==> src/rtl/modular_result_stage.sv <==
// Final registered stage of the modular adder/subtractor: selects w or v as the
// residue and buffers {result, sel_v, op} in a small FIFO with valid/ready on both sides.
module modular_result_stage #(
    parameter int WIDTH = 4,
    parameter int DEPTH = 2,
    parameter int CNT_W = 8
) (
    input  logic             clk,
    input  logic             rst,
    input  logic             in_valid,
    output logic             in_ready,
    input  logic             s,
    input  logic [WIDTH:0]   w,
    input  logic [WIDTH:0]   v,
    input  logic             b4,
    output logic             out_valid,
    input  logic             out_ready,
    output logic [WIDTH-1:0] out_data,
    output logic             out_sel_v,
    output logic             out_op,
    output logic [CNT_W-1:0] op_count
);

    localparam int PTR_W = $clog2(DEPTH);
    localparam int OCC_W = PTR_W + 1;
    localparam logic [OCC_W-1:0] FULL_OCC = OCC_W'(DEPTH);

    logic [WIDTH-1:0] mem_data [DEPTH];
    logic             mem_sel  [DEPTH];
    logic             mem_op   [DEPTH];

    logic [PTR_W-1:0] wr_ptr;
    logic [PTR_W-1:0] rd_ptr;
    logic [OCC_W-1:0] occ;

    logic [WIDTH-1:0] hold_data;
    logic             hold_sel;
    logic             hold_op;

    logic             push;
    logic             pop;
    logic             sel_v;
    logic [WIDTH-1:0] sel_data;
    logic             unused_w_carry;

    // Readiness depends only on registered occupancy, so a full FIFO never pushes on a pop edge.
    assign in_ready  = (occ != FULL_OCC);
    assign out_valid = (occ != '0);
    assign push      = in_valid & in_ready;
    assign pop       = out_valid & out_ready;

    // A carry out of v or a borrow from the mux means the corrected sum is the residue.
    assign sel_v          = v[WIDTH] | b4;
    assign sel_data       = sel_v ? v[WIDTH-1:0] : w[WIDTH-1:0];
    assign unused_w_carry = w[WIDTH];

    always_ff @(posedge clk) begin
        if (push) begin
            mem_data[wr_ptr] <= sel_data;
            mem_sel[wr_ptr]  <= sel_v;
            mem_op[wr_ptr]   <= s;
        end
    end

    always_ff @(posedge clk) begin
        if (rst) begin
            wr_ptr <= '0;
        end else if (push) begin
            wr_ptr <= wr_ptr + PTR_W'(1);
        end
    end

    // The popped head is kept so the outputs hold their last value once the FIFO drains.
    always_ff @(posedge clk) begin
        if (rst) begin
            rd_ptr    <= '0;
            hold_data <= '0;
            hold_sel  <= 1'b0;
            hold_op   <= 1'b0;
        end else if (pop) begin
            rd_ptr    <= rd_ptr + PTR_W'(1);
            hold_data <= mem_data[rd_ptr];
            hold_sel  <= mem_sel[rd_ptr];
            hold_op   <= mem_op[rd_ptr];
        end
    end

    always_ff @(posedge clk) begin
        if (rst) begin
            occ <= '0;
        end else begin
            case ({push, pop})
                2'b10:   occ <= occ + OCC_W'(1);
                2'b01:   occ <= occ - OCC_W'(1);
                default: occ <= occ;
            endcase
        end
    end

    always_ff @(posedge clk) begin
        if (rst) begin
            op_count <= '0;
        end else if (pop) begin
            op_count <= op_count + CNT_W'(1);
        end
    end

    assign out_data  = out_valid ? mem_data[rd_ptr] : hold_data;
    assign out_sel_v = out_valid ? mem_sel[rd_ptr]  : hold_sel;
    assign out_op    = out_valid ? mem_op[rd_ptr]   : hold_op;

endmodule
==> config.mk <==
export PLATFORM = sky130hd
export DESIGN_NAME = modular_result_stage
export DESIGN_NICKNAME = d
export VERILOG_FILES = /design/src/rtl/modular_result_stage.sv
export SDC_FILE = /design/constraint.sdc
export NUM_CORES = 1
export LEC_CHECK = 0
export CAP_MARGIN = 20
export CORE_ASPECT_RATIO = 0.6
export CORE_MARGIN = 4
export CORE_UTILIZATION = 43
export DETAILED_ROUTE_END_ITERATION = 10
export PLACE_DENSITY = 0.74
export SETUP_SLACK_MARGIN = 0.05
export SLEW_MARGIN = 20
export SYNTH_ARGS = -nofsm -noshare
export SYNTH_HDL_FRONTEND = slang
export SYNTH_SLANG_ARGS = --single-unit
export TNS_END_PERCENT = 50
==> constraint.sdc <==
create_clock -name clk -period 1.9 [get_ports clk]
set_clock_uncertainty 0.1 [all_clocks]
set_input_delay 0.19 -clock clk [delete_from_list [all_inputs] [get_ports clk]]
set_output_delay 0.19 -clock clk [all_outputs]
set_load 0.05 [all_outputs]
==> run_results.csv <==
group,metric,value,unit
pwr,seq_power_share,28.0,%
placed_design,place_area,1740,um^2
logic_synthesis,synth_top_area_share,29.0,%
final_layout,areaGrowthSynthToFinish,39.1,%
final_layout,layout-drive-gt1-share,21.7,%
clock_tree,cts_htree_levels,2,
logic_synthesis,syn_area,1310,um^2
die,core_area,2890,um^2
placed_design,place_hpwl,2120,um
die,dieArea,4030,um^2
die,io_pins,32,
final_layout,fillers,251,
setup_path,cp-start-kind,"register",
logic_synthesis,synth_top_area_cell,"dfxtp_1",
hold_path,hold_class,"reg -> reg",
pwr,power,3.41,mW
logic_synthesis,synthTopCellsByArea,"dfxtp_1, edfxtp_1, a21oi_1, nor2_1, mux2i_1",
logic_synthesis,synthMuxAreaShare,8.00,%
logic_synthesis,synth_top_family_by_area,"compound AO/OA/AOI/OAI gates",
logic_synthesis,yosys.cell_types.count,31,
clock_tree,clock_latency,0.27,ns
final_layout,antenna_cells,0,
logic_synthesis,async_flop_share,0,%
timing,setup_viol,0,
pwr,peakVddDrop,0.802,mV
timing,drv_slew,0,
logic_synthesis,synth_edf_count,12,
logic_synthesis,synthCells,123,
drt,routed_wl,2890,um
pwr,power_leakage,0.650,nW
logic_synthesis,syn_avg_cell_area,10.7,um^2
die,die_width,79.4,um
setup_path,crit_buf_inv,1,
timing,fin_crit_sh,95.2,%
drt,num_vias,1029,
logic_synthesis,synth_compound_area_share,13.6,%
pwr,switchingPower,1.47,mW
drt,vias_per_cell,5.17,
logic_synthesis,ys.flop_type,"dfxtp_1",
placed_design,gp_congestion,0.738,
grt,first_global_vias,1007,
drt,dr.pass1.iters,4,
outcome,status,"finished, final reports clean",
grt,grt_max_degree,20,
logic_synthesis,yosysSeqAreaShare,56.4,%
clock_tree,cts_tree,"built",
pwr,swShare,43.2,%
drt,ant_nets,0,
placed_design,dpl_worst_slack,-0.00416,ns
timing,worst_slew_pin_slew,0.748,ns
logic_synthesis,yosys.area_share.simple,13.5,%
grt,grt_usage,15.2,%
pwr,internal_power,1.94,mW
die,initial_core_util,45.5,%
clock_tree,cts_buffers,5,
setup_path,critPathCaptureType,"primary output",
logic_synthesis,yosys.cell_count.top_type,"dfxtp_1",
grt,antenna_found_initial,0,
die,die_y,50.8,um
clock_tree,ctsLongestPathBuffers,2,
clock_tree,root_buffer,"clkbuf_8",
pwr,combPwrFrac,57.8,%
final_layout,nets,174,
pwr,power.share.clock,14.2,%
logic_synthesis,synthAdderAreaFrac,1.90,%
setup_path,cp_max_fo,5,
timing,clock.fmax,0.553,GHz
setup_path,critPathMaxStageDelay,0.83,ns
clock_tree,post_cts_buffers,0,
logic_synthesis,synthesis.nets,141,
setup_path,required,1.61,ns
timing,grt_setup_unrepaired,"true",
timing,finalWorstPathRequiredPeriod,1.81,ns
clock_tree,holdBufCountCts,0,
setup_path,cp.arrival,1.52,ns
setup_path,slowest_stage,"clkdlybuf4s50_1",
grt,overflow,0,
timing,maxSlewHeadroom,50.0,%
grt,grt_pass1_wl,4550,um
logic_synthesis,yosys_warnings,0,
timing,finalHoldViolCount,0,
logic_synthesis,synth_commonest_cells,"dfxtp_1, nor2_1, a21oi_1",
drt,wl_per_cell,14.5,um
die,fp-row-count,15,
setup_path,cp_cell_sequence,"clkdlybuf4s50_1",
setup_path,crit_type,"reg -> out",
drt,first_iter_violations,74,
pwr,p_per_area,1860,nW/um^2
clock_tree,clk_pin_slew,0.06,ns
clock_tree,numClockSinks,31,
setup_path,critical-path-top-delay-family,"buffers and inverters",
logic_synthesis,synth-seq-cells,31,
final_layout,final_area,1830,um^2
drt,drc_errors,0,
placed_design,port_buffers,30,
run,drv_cap,0,
logic_synthesis,synth_xor_xnor_area_share,3.33,%
timing,fin_ws,0.0911,ns
## per-stage QoR
step                std cells  utilization, %  hold slack [ns]  setup TNS, ns
CTS                       199            63.1            0.398              0
finish                    199            63.2            0.393              0
detailed placement        191            60.2            0.390       -0.00416
global placement          191            60.2            0.364              0
global route              199            63.2            0.417              0
floorplan                 123               -            0.189              0
## power by group through the flow
stage	Combinational [mW]	Sequential, mW	Clock (mW)
2_1_floorplan	1.14	0.953	0
3_3_place_gp	1.91	0.950	0
3_5_place_dp	1.97	0.962	0
4_1_cts	1.99	0.949	0.496
5_1_grt	2.07	0.972	0.528
6_report	1.97	0.954	0.485
## kinds of logic after synthesis
group / after synthesis
adders and majority gates: 2
AOI/OAI and AO/OA: 29
and+or+nand+nor: 37
xor gates and xnor gates: 5
muxes: 10
buffers and inverters: 9
DFF: 31
## layer usage
metal / GRT usage (%) / vias to the layer above / share of wire [%]
li1: - / 511 / -
met1: 19.1 / 484 / 48
met2: 24.3 / 32 / 47
met3: 4.93 / 2 / 4.3
met4: 6.29 / 0 / 0.52
met5: 0 / - / 0
## sequential cells by signal, indices dropped and copies added (netlist names), named ones only
| signal | count |
|---|---|
| hold_sel | 1 |
| op_count | 8 |
| occ | 2 |
| mem_sel | 2 |
| hold_op | 1 |
| rd_ptr | 1 |
| mem_data | 8 |
| hold_data | 4 |
| wr_ptr | 1 |
| mem_op | 2 |
## final timing paths
check | startpoint | end | slack [ns] | depth (start not counted)
setup / recovery | op_count[2] | op_count[2] | 0.09 | 1
hold / removal | op_count[7] | op_count[7] | 0.39 | 2
setup reg to reg | occ[0] | occ[1] | 0.15 | 5
hold reg to reg | op_count[7] | op_count[7] | 0.39 | 2
## cell usage in the layout (no fill, tap or decap), types with 4 or more instances in the layout
master / netlist / layout
buf_12: 0 / 7
clkdlybuf4s50_1: 0 / 20
dfxtp_1: 19 / 18
clkbuf_8: 0 / 5
a211oi_1: 6 / 6
nand2_1: 5 / 5
buf_4: 0 / 4
mux2i_1: 6 / 6
mux2_2: 4 / 4
a21oi_1: 14 / 8
a21oi_2: 0 / 6
nor2_1: 18 / 18
edfxtp_1: 12 / 12
## final cells by class
class	count	area (um^2)	area share, %
Clock buffer	7	76.3	4.18
Clock inverter	1	5.00	0.274
Inverter	3	11.3	0.616
Multi-Input combinational cell	83	558	30.5
Sequential cell	31	742	40.6
Tap cell	42	52.6	2.87
Timing Repair Buffer	32	383	20.9
## what timing repair did
action | in CTS | in global routing
pin swaps | 0 | 0
setup endpoints to repair | 2 | 4
gates resized for setup | 1 | 2
No activity file was read; power rests on OpenSTA's default activity.
